`src/rtl/alu_seq_pkg.sv`:
```
// alu_seq_pkg: shared definitions for the ALU command sequencer.
//   - ALU opcode constants (OP_ADD/OP_SUB/OP_AND/OP_OR)
//   - sequencer state encoding (state_t)
package alu_seq_pkg;

  localparam logic [1:0] OP_ADD = 2'b00;
  localparam logic [1:0] OP_SUB = 2'b01;
  localparam logic [1:0] OP_AND = 2'b10;
  localparam logic [1:0] OP_OR  = 2'b11;

  typedef enum logic [1:0] {
    ST_IDLE  = 2'd0,
    ST_ISSUE = 2'd1,
    ST_DONE  = 2'd2
  } state_t;

endpackage

```
`src/rtl/alu_seq_if.sv`:
```
// alu_seq_if: command handshake between a command source and the sequencer.
//   valid/ready : handshake
//   op          : ALU opcode
//   rs/rt/rd    : source A, source B and destination register indices
// Modports: master = command source, slave = sequencer.
interface alu_seq_if #(
  parameter int AW = 2
);
  logic          valid;
  logic          ready;
  logic [1:0]    op;
  logic [AW-1:0] rs;
  logic [AW-1:0] rt;
  logic [AW-1:0] rd;

  modport master (output valid, op, rs, rt, rd, input ready);
  modport slave  (input valid, op, rs, rt, rd, output ready);
endinterface

```
`src/rtl/alu_seq_regfile.sv`:
```
// alu_seq_regfile: NREG x W register file for the ALU sequencer.
//   clk, reset              : clock, synchronous active-high clear
//   ld_en/ld_addr/ld_data   : direct load port
//   wb_en/wb_addr/wb_data   : ALU result writeback (wins over a load to the same entry)
//   ra_addr/ra_data         : operand A read (combinational)
//   rb_addr/rb_data         : operand B read (combinational)
//   rd_addr/rd_data         : debug read (combinational)
module alu_seq_regfile #(
  parameter int W    = 4,
  parameter int NREG = 4,
  localparam int AW  = $clog2(NREG)
) (
  input  logic          clk,
  input  logic          reset,
  input  logic          ld_en,
  input  logic [AW-1:0] ld_addr,
  input  logic [W-1:0]  ld_data,
  input  logic          wb_en,
  input  logic [AW-1:0] wb_addr,
  input  logic [W-1:0]  wb_data,
  input  logic [AW-1:0] ra_addr,
  output logic [W-1:0]  ra_data,
  input  logic [AW-1:0] rb_addr,
  output logic [W-1:0]  rb_data,
  input  logic [AW-1:0] rd_addr,
  output logic [W-1:0]  rd_data
);

  logic [W-1:0] mem [NREG];

  always_ff @(posedge clk) begin
    if (reset) begin
      mem <= '{default: '0};
    end else begin
      if (ld_en) mem[ld_addr] <= ld_data;
      // Later assignment wins: writeback overrides a same-address load.
      if (wb_en) mem[wb_addr] <= wb_data;
    end
  end

  assign ra_data = mem[ra_addr];
  assign rb_data = mem[rb_addr];
  assign rd_data = mem[rd_addr];

endmodule

```
`src/rtl/alu_seq.sv`:
```
// alu_seq: command sequencer driving a combinational 4-bit ALU.
// Accepts one command over cmd (valid/ready), presents registered operands
// and opcode to the ALU, writes the ALU result back into the destination
// register one cycle later and pulses done.
//   clk, reset             : clock, synchronous active-high reset
//   cmd                    : command interface (slave modport)
//   ld_en/ld_addr/ld_data  : direct register load, allowed in any state
//   alu_a/alu_b/alu_op     : registered ALU inputs
//   alu_c                  : ALU result
//   done                   : one-cycle completion pulse
//   rd_addr/rd_data        : combinational debug read
//   zero                   : last writeback was zero (only when
//                            ALU_SEQ_ZERO_FLAG_EN is defined)
module alu_seq
  import alu_seq_pkg::*;
#(
  parameter int W    = 4,
  parameter int NREG = 4,
  localparam int AW  = $clog2(NREG)
) (
  input  logic          clk,
  input  logic          reset,
  alu_seq_if.slave      cmd,
  input  logic          ld_en,
  input  logic [AW-1:0] ld_addr,
  input  logic [W-1:0]  ld_data,
  output logic [W-1:0]  alu_a,
  output logic [W-1:0]  alu_b,
  output logic [1:0]    alu_op,
  input  logic [W-1:0]  alu_c,
  output logic          done,
  input  logic [AW-1:0] rd_addr,
  output logic [W-1:0]  rd_data
`ifdef ALU_SEQ_ZERO_FLAG_EN
  ,
  output logic          zero
`endif
);

  state_t        state;
  logic [AW-1:0] rd_q;
  logic [W-1:0]  ra_data;
  logic [W-1:0]  rb_data;
  logic          wb_en;

  assign cmd.ready = (state == ST_IDLE);
  assign wb_en     = (state == ST_ISSUE);

  alu_seq_regfile #(.W(W), .NREG(NREG)) u_regfile (
    .clk     (clk),
    .reset   (reset),
    .ld_en   (ld_en),
    .ld_addr (ld_addr),
    .ld_data (ld_data),
    .wb_en   (wb_en),
    .wb_addr (rd_q),
    .wb_data (alu_c),
    .ra_addr (cmd.rs),
    .ra_data (ra_data),
    .rb_addr (cmd.rt),
    .rb_data (rb_data),
    .rd_addr (rd_addr),
    .rd_data (rd_data)
  );

  always_ff @(posedge clk) begin
    if (reset) begin
      state  <= ST_IDLE;
      alu_a  <= '0;
      alu_b  <= '0;
      alu_op <= '0;
      rd_q   <= '0;
      done   <= 1'b0;
    end else begin
      case (state)
        ST_IDLE: begin
          done <= 1'b0;
          if (cmd.valid) begin
            // Operands come from pre-edge contents; a load on this edge is not seen.
            alu_a  <= ra_data;
            alu_b  <= rb_data;
            alu_op <= cmd.op;
            rd_q   <= cmd.rd;
            state  <= ST_ISSUE;
          end
        end
        ST_ISSUE: begin
          done  <= 1'b1;
          state <= ST_DONE;
        end
        default: begin
          done  <= 1'b0;
          state <= ST_IDLE;
        end
      endcase
    end
  end

`ifdef ALU_SEQ_ZERO_FLAG_EN
  always_ff @(posedge clk) begin
    if (reset)         zero <= 1'b0;
    else if (wb_en)    zero <= (alu_c == '0);
  end
`endif

endmodule

```
`src/flat_wrapper.sv`:
```
// flat-port wrapper written by rule: the top's interface ports become plain ports
module alu_seq_flat import alu_seq_pkg::*;
#(
  parameter int W    = 4,
  parameter int NREG = 4,
  localparam int AW  = $clog2(NREG)
)
  (clk, reset, ld_en, ld_addr, ld_data, alu_a, alu_b, alu_op, alu_c, done, rd_addr, rd_data, cmd_valid, cmd_op, cmd_rs, cmd_rt, cmd_rd, cmd_ready);
  alu_seq_if #(.AW(2)) cmd_i ();
  input  logic clk;
  input  logic reset;
  input  logic ld_en;
  input  logic [AW-1:0] ld_addr;
  input  logic [W-1:0] ld_data;
  output logic [W-1:0] alu_a;
  output logic [W-1:0] alu_b;
  output logic [1:0] alu_op;
  input  logic [W-1:0] alu_c;
  output logic done;
  input  logic [AW-1:0] rd_addr;
  output logic [W-1:0] rd_data;
  input wire logic [$bits(cmd_i.valid)-1:0] cmd_valid;
  input wire logic [$bits(cmd_i.op)-1:0] cmd_op;
  input wire logic [$bits(cmd_i.rs)-1:0] cmd_rs;
  input wire logic [$bits(cmd_i.rt)-1:0] cmd_rt;
  input wire logic [$bits(cmd_i.rd)-1:0] cmd_rd;
  output wire logic [$bits(cmd_i.ready)-1:0] cmd_ready;
  assign cmd_i.valid = cmd_valid;
  assign cmd_i.op = cmd_op;
  assign cmd_i.rs = cmd_rs;
  assign cmd_i.rt = cmd_rt;
  assign cmd_i.rd = cmd_rd;
  assign cmd_ready = cmd_i.ready;
  alu_seq #(.W(W), .NREG(NREG)) u_core (.clk(clk), .reset(reset), .cmd(cmd_i), .ld_en(ld_en), .ld_addr(ld_addr), .ld_data(ld_data), .alu_a(alu_a), .alu_b(alu_b), .alu_op(alu_op), .alu_c(alu_c), .done(done), .rd_addr(rd_addr), .rd_data(rd_data));
endmodule
```
`config.mk`:
```
export PLATFORM = sky130hd
export DESIGN_NAME = alu_seq_flat
export DESIGN_NICKNAME = d
export VERILOG_FILES = /design/src/rtl/alu_seq_pkg.sv /design/src/rtl/alu_seq_if.sv /design/src/rtl/alu_seq_regfile.sv /design/src/rtl/alu_seq.sv /design/src/flat_wrapper.sv
export SDC_FILE = /design/constraint.sdc
export NUM_CORES = 1
export LEC_CHECK = 0
export CORE_MARGIN = 10
export CORE_UTILIZATION = 40
export CTS_BUF_LIST = sky130_fd_sc_hd__clkbuf_8
export CTS_CLUSTER_DIAMETER = 150
export DETAILED_ROUTE_END_ITERATION = 10
export GPL_TIMING_DRIVEN = 0
export PLACE_DENSITY = 0.77
export SYNTH_ARGS = -nofsm -noshare
export SYNTH_HDL_FRONTEND = slang
export SYNTH_SLANG_ARGS = --single-unit
```
`constraint.sdc`:
```
create_clock -name clk -period 3.03 [get_ports clk]
set_clock_uncertainty 0.1 [all_clocks]
set_input_delay 0.303 -clock clk [delete_from_list [all_inputs] [get_ports clk]]
set_output_delay 0.303 -clock clk [all_outputs]
set_load 0.01 [all_outputs]
```
==> results of run 1 <==
[worst min-delay path, stage by stage (launching register included)]
cell and delay, ns:
sky130_fd_sc_hd__dfxtp_1 0.31, sky130_fd_sc_hd__nand2_1 0.05, sky130_fd_sc_hd__a21oi_1 0.05
[logic make-up (layout without fill, tap and decap cells)]
group | Yosys count | after routing | share of synthesized area (%)
compound gates | 28 | 28 | 12.8
mux | 28 | 28 | 27.6
simple gates | 54 | 54 | 16.6
flops | 31 | 31 | 39.8
buf+inv | 10 | 55 | 3.21
[report_power, final]
group          switching, mW  total (mW)  leakage, nW  internal, mW
clock network          0.138       0.287       0.0413         0.149
registers             0.0193       0.448        0.253         0.428
logic                 0.0664       0.161        0.506        0.0943
[metal layers]
metal / wire length (um) / vias to the layer above / part of all wire [%] / global-route usage (%)
li1: - / 649 / - / -
met2: 1940 / 37 / 50 / 20.1
met1: 1610 / 631 / 42 / 13.3
met3: 253 / 7 / 6.5 / 4.32
met5: 0 / - / 0 / 0
met4: 67 / 0 / 1.7 / 6.29
[state kept, by name (all words and copies together) (netlist names)]
signal / flops
u_core.done: 1
u_core.alu_b: 4
u_core.alu_op: 2
u_core.rd_q: 2
u_core.state: 2
u_core.alu_a: 4
u_core.u_regfile.mem: 16
[path summary, 6_finish.rpt]
| kind | slack [ns] | from | cells after the start | endpoint |
|---|---|---|---|---|
| worst max-delay path | 0.67 | rd_addr[0] | 3 | rd_data[2] |
| worst min-delay path | 0.35 | u_core.alu_b[1]$_SDFFE_PP0P_ | 2 | u_core.alu_b[1]$_SDFFE_PP0P_ |
| worst max register to register | 1.53 | u_core.state[0]$_SDFFE_PP0P_ | 5 | u_core.u_regfile.mem[13]$_SDFF_PP0_ |
| worst min register to register | 0.35 | u_core.alu_b[1]$_SDFFE_PP0P_ | 2 | u_core.alu_b[1]$_SDFFE_PP0P_ |
[synth_stat cells]
master / n / share of area [%]
sky130_fd_sc_hd__dfxtp_1: 31 / 40
sky130_fd_sc_hd__nand2_1: 24 / 5.8
sky130_fd_sc_hd__nor2_1: 18 / 4.3
sky130_fd_sc_hd__mux2i_1: 16 / 10
sky130_fd_sc_hd__a211oi_1: 12 / 5.8
sky130_fd_sc_hd__a21oi_1: 12 / 3.8
sky130_fd_sc_hd__mux4_2: 12 / 17
sky130_fd_sc_hd__a211oi_2: 4 / 3.2
sky130_fd_sc_hd__buf_2: 4 / 1.3
sky130_fd_sc_hd__nor3b_1: 3 / 1.4
sky130_fd_sc_hd__buf_1: 2 / 0.48
sky130_fd_sc_hd__buf_4: 2 / 0.96
sky130_fd_sc_hd__clkbuf_1: 2 / 0.48
sky130_fd_sc_hd__nand3b_1: 2 / 0.96
sky130_fd_sc_hd__nand4bb_1: 2 / 1.4
sky130_fd_sc_hd__or3b_1: 2 / 1.1
sky130_fd_sc_hd__nand3_1: 1 / 0.32
sky130_fd_sc_hd__nand4b_1: 1 / 0.56
sky130_fd_sc_hd__or4b_1: 1 / 0.64
[layout make-up]
class | instances | share of cell area (%)
Buffer | 10 | 2.40
Clock inverter | 1 | 0.180
Timing Repair Buffer | 39 | 18.7
Sequential cell | 31 | 29.8
Clock buffer | 5 | 3.30
Multi-Input combinational cell | 110 | 42.7
Tap cell | 48 | 2.88
[metrics by stage]
step | std cells | area [sq um] | worst slack, ns
4_1_cts | 244 | 2080 | 0.660
2_1_floorplan | 151 | 1560 | 1.63
3_3_place_gp | 238 | 2010 | 0.644
6_report | 244 | 2080 | 0.667
5_1_grt | 244 | 2080 | 0.623
3_5_place_dp | 238 | 2010 | 0.660
==> parameters.txt, run 1 <==
Parameter                              Value

Status
  Result of the run ... complete, no violations

Final layout
  Growth of design area from synthesis to finish ... 33.5%
  Leading cell types in the layout, fill and taps excluded ... sky130_fd_sc_hd__clkdlybuf4s50_1 (39), sky130_fd_sc_hd__dfxtp_1 (31), sky130_fd_sc_hd__nand2_1 (24), sky130_fd_sc_hd__nor2_1 (18), sky130_fd_sc_hd__mux2i_1 (16)
  Fraction of final layout cells with drive strength greater than 1 ... 13.8%
  Area used by multi-input combinational logic ... 890 sq um
  Storage element area ... 621 sq um
  Most common cell after layout, fill and taps aside ... sky130_fd_sc_hd__clkdlybuf4s50_1
  Layout Nets ... 221
  Share of the core filled with cells ... 56.1%
  Antenna cell count ... 0
  Fill count ... 327

Global routing
  Total congestion overflow after global routing ... 0
  Pin count of the biggest net entering global routing ... 11
  Global-route wire length before repair ... 6140 um
  Global router's overall resource usage ... 12.1%
  Via count of the first global-routing pass ... 1322
  Number of antenna violations at the first check in global routing ... 0

Floorplanning
  Number of ports placed on the die boundary ... 40
  Initial cell density of the core ... 42.0%
  Floorplan Core Area ... 0.00372 sq mm
  Die W ... 82.5 um
  Count of standard-cell rows ... 22
  Die outline height ... 82.5 um
  DIE AREA ... 0.00680 sq mm

Routing
  Drt pass-1 iters ... 4
  Detailed-route wire length per cell ... 15.9 um
  Wire length after detailed routing ... 3880 um
  Via total after detailed routing ... 1324
  Ratio of routed vias to standard cells ... 5.43
  Routed Antenna Nets ... 0
  DRC ... 0
  Violation count after the first detailed-routing iteration ... 76

STA
  Worst slew pin tran ... 0.555 ns
  Number of max-slew violations in the final report ... 0
  Relative slew margins ... 63.0%
  Shortest clock period the worst path allows after layout ... 2.36 ns
  Final worst path period share ... 78.0%
  Hold Worst Slack ... 0.353 ns
  RSZ-0062 raised after global routing ... false
  Setup tns final ... 0 ns
  Final Hold Vio Count ... 0
  Timing-limited maximum frequency ... 423 MHz
  Setup Viol. Count Final ... 0

Setup path
  Buffer and inverter count on the worst path ... 2
  Worst EP arrival ... 1.96 ns
  Slowest CP cell ... sky130_fd_sc_hd__clkdlybuf4s50_1
  Delay of the slowest cell on the worst path ... 0.61 ns
  Crit path cell chain ... clkdlybuf4s50_1 > mux4_2 > clkdlybuf4s50_1
  Kind of end point of the critical path ... output pin
  Critical path's top delay family ... buffers and inverters
  Kind of critical path ... input port to output pin
  Critical path required time ... 2.63 ns
  Maximum fanout along the worst path ... 4
  Startpoint type of the worst setup path ... input port
  Most repeated library cell on the critical path ... sky130_fd_sc_hd__clkdlybuf4s50_1

Logic synthesis
  Distinct cells, synth ... 19
  Warnings from Yosys ... 0
  Flops & latches, synth ... 31
  Average footprint of a synthesized cell ... 10.3 sq um
  Post-Syn Area ... 0.00156 sq mm
  Mapped Cells ... 151
  Sequential element share of the synthesized area ... 39.8%
  Post-synth net total ... 175

Pwr
  Total power consumption of the routed design ... 0.895 mW
  Leakage ... 0.800 nW
  Worst IR drop on VDD ... 0.000190 V
  Power density normalized to cell area ... 430 mW/mm^2

Clock tree
  Clock-pin slew on the worst setup and hold paths ... 0.06 ns
  Skew-Pair Late Insertion Delay ... 0.28 ns
  CTS H-Tree Depth ... 2
  Max Buffers Root-to-Sink ... 2
  Number of buffers added to fix hold violations after cts ... 0
  Post-cts resize count ... 0
  TritonCTS clock tree ... yes
  Clock net sink count ... 31
  Number of buffers inserted to repair setup after CTS ... 0
  CTS root buf ... sky130_fd_sc_hd__clkbuf_8
  Inserted Clock Buffers ... 5

Run
  Max-cap violations ... 0

Placement
  Final RePlAce weighted congestion ... 0.778
  # port buffers ... 39
  Half-perimeter wire length of the detailed placement result ... 3120 um

Min path
  Worst hold-check path type ... flip-flop to flip-flop
Power figures use the tool's default switching activity.
==> inputs of run 2 (changes only) <==
--- a/config.mk
+++ b/config.mk
@@ -11,7 +11,7 @@
 export CTS_CLUSTER_DIAMETER = 150
 export DETAILED_ROUTE_END_ITERATION = 10
 export GPL_TIMING_DRIVEN = 0
-export PLACE_DENSITY = 0.77
+export PLACE_DENSITY = 0.8
 export SYNTH_ARGS = -nofsm -noshare
 export SYNTH_HDL_FRONTEND = slang
 export SYNTH_SLANG_ARGS = --single-unit
==> constraint.sdc (replaced) <==
create_clock -name clk -period 1.9 [get_ports clk]
set_clock_uncertainty 0.1 [all_clocks]
set_input_delay 0.19 -clock clk [delete_from_list [all_inputs] [get_ports clk]]
set_output_delay 0.19 -clock clk [all_outputs]
set_load 0.01 [all_outputs]
==> run 2 against run 1 <==
Critical path depth is 1 lower. Clock power up 59%. Setup slack worse by 0.47 ns. Global-route usage is 0.15 points lower. Cell count stayed put.
==> parameters.txt, run 2 (same netlist as run 1, synthesis figures left out) <==
Parameter                              Value

Final layout
  Fill count ... 341
  Storage element area ... 621 sq um
  Number of flip-flops under the largest register name ... 16
  Fraction of final layout cells with drive strength greater than 1 ... 13.8%
  Final instance area ... 0.00208 sq mm
  Register ranked first by flip-flop count ... u_core.u_regfile.mem
  Share of the core filled with cells ... 56.1%
  Area used by multi-input combinational logic ... 890 sq um
  Most common cell after layout, fill and taps aside ... sky130_fd_sc_hd__clkdlybuf4s50_1
  Largest registers ... u_core.u_regfile.mem x16, u_core.alu_a x4, u_core.alu_b x4
  Antenna cell count ... 0
  Growth of design area from synthesis to finish ... 33.5%
  Layout Nets ... 221
  Leading cell types in the layout, fill and taps excluded ... sky130_fd_sc_hd__clkdlybuf4s50_1 (33), sky130_fd_sc_hd__dfxtp_1 (31), sky130_fd_sc_hd__nand2_1 (24), sky130_fd_sc_hd__nor2_1 (18), sky130_fd_sc_hd__mux2i_1 (16)

Setup path
  Kind of end point of the critical path ... output pin
  Crit path cell chain ... mux4_2 > dlygate4sd2_1
  Cell depth of the worst flop-to-flop path ... 5
  Startpoint type of the worst setup path ... flip-flop
  Delay of the slowest cell on the worst path ... 0.49 ns
  Kind of critical path ... flip-flop to output pin
  Maximum fanout along the worst path ... 4
  Slowest CP cell ... sky130_fd_sc_hd__mux4_2
  Critical path required time ... 1.61 ns
  Worst EP arrival ... 1.42 ns

Clock tree
  Inserted Clock Buffers ... 5
  CTS H-Tree Depth ... 2
  Clock-pin slew on the worst setup and hold paths ... 0.06 ns
  Max Buffers Root-to-Sink ... 2
  Number of buffers added to fix hold violations after cts ... 0
  CTS root buf ... sky130_fd_sc_hd__clkbuf_8
  TritonCTS clock tree ... yes
  Skew-Pair Late Insertion Delay ... 0.28 ns
  Clock net sink count ... 31

Min path
  Worst hold-check path type ... flip-flop to flip-flop
  Cell depth of the worst min-delay path ... 2

Global routing
  Number of antenna violations at the first check in global routing ... 0
  Total congestion overflow after global routing ... 0
  GRT met2 Usage ... 17.0%
  Most utilized layer in the global route result ... met2
  Pin count of the biggest net entering global routing ... 11
  Global router's overall resource usage ... 11.9%
  Met1 global-route usage ... 15.6%
  Global-route wire length before repair ... 6220 um
  Fraction of met3 tracks used by global routing ... 4.43%
  Via count of the first global-routing pass ... 1197

STA
  Timing-limited maximum frequency ... 586 MHz
  Final Hold Vio Count ... 0
  Worst slew pin tran ... 0.534 ns
  Final worst path period share ... 89.8%
  Setup tns final ... 0 ns
  Setup Viol. Count Final ... 0
  RSZ-0062 raised after global routing ... false
  Relative slew margins ... 64.4%
  Number of max-slew violations in the final report ... 0
  Shortest clock period the worst path allows after layout ... 1.71 ns

Floorplanning
  Floorplan Core Area ... 0.00372 sq mm
  Number of ports placed on the die boundary ... 40
  Initial cell density of the core ... 42.0%
  DIE AREA ... 0.00680 sq mm
  Count of standard-cell rows ... 22
  Die W ... 82.5 um
  Die outline height ... 82.5 um

Routing
  Drt pass-1 iters ... 4
  Wire length after detailed routing ... 3800 um
  Detailed-route wire length per cell ... 15.6 um
  Ratio of routed vias to standard cells ... 5.22
  Routed Antenna Nets ... 0
  Violation count after the first detailed-routing iteration ... 83
  Via total after detailed routing ... 1273
  DRC ... 0

Placement
  # port buffers ... 39
  Dpl cell area ... 0.00201 sq mm
  Final RePlAce weighted congestion ... 0.818
  Half-perimeter wire length of the detailed placement result ... 3070 um

Status
  Result of the run ... complete, no violations

Pwr
  Leakage ... 0.846 nW
  Worst IR drop on VDD ... 0.000294 V
  Power density normalized to cell area ... 682 mW/mm^2

Run
  Max-cap violations ... 0
[run 2: changes by cell type in the layout (fill, tap and decap cells not counted), sizes merged]
cell and delta:
clkdlybuf4s50 -6, dlygate4sd2 +4, dlymetal6s2s +2
[run 2: worst paths after layout]
path                                                             to  slack, ns                          startpoint
worst min-delay path                   u_core.alu_a[3]$_SDFFE_PP0P_       0.35        u_core.alu_a[3]$_SDFFE_PP0P_
worst max-delay path                                     rd_data[0]       0.19  u_core.u_regfile.mem[0]$_SDFF_PP0_
worst max register to register  u_core.u_regfile.mem[13]$_SDFF_PP0_       0.41        u_core.state[0]$_SDFFE_PP0P_
worst min register to register         u_core.alu_a[3]$_SDFFE_PP0P_       0.35        u_core.alu_a[3]$_SDFFE_PP0P_
[run 2: worst max-delay path, delay by kind of cell (launching register included)]
family                 cells  cell delay, ns
multiplexers               1            0.49
buffers and inverters      1            0.30
flip-flops                 1            0.34
[run 2: cell type report]
| cell class | count | share of cell area [%] |
|---|---|---|
| sequential | 31 | 29.8 |
| buffer | 10 | 2.40 |
| tap | 48 | 2.88 |
| clock buffer | 5 | 3.30 |
| clock inverter | 1 | 0.180 |
| timing repair buffer | 39 | 18.7 |
| multi-input combinational | 110 | 42.7 |
[run 2: repair_timing]
action	CTS	global route
gates resized for setup	4	2
setup buffers	0	0
endpoints found under the setup margin	4	2
endpoints found under the hold margin	0	0
pin swaps	0	0
[run 2: per-layer routing]
metal  share of wire (%)  vias up
met4                 1.8        0
met2                  46       33
met1                  45      581
met5                   0        -
met3                 7.4        6
li1                    -      653
[run 2: through the flow]
step / hold slack [ns] / std cells / total power [mW] / worst slack (ns)
6_report: 0.350 / 244 / 1.42 / 0.195
4_1_cts: 0.351 / 244 / 1.44 / 0.000788
2_1_floorplan: 0.166 / 151 / 0.855 / 0.504
3_3_place_gp: 0.343 / 238 / 0.979 / -0.267
5_1_grt: 0.378 / 244 / 1.49 / 0.168
3_5_place_dp: 0.347 / 238 / 0.985 / -0.264
[run 2: power by group]
group	switching (mW)	leakage (nW)	internal [mW]	total, mW
clock	0.219	0.0413	0.238	0.457
combinational	0.106	0.552	0.146	0.252
sequential	0.0289	0.253	0.683	0.712
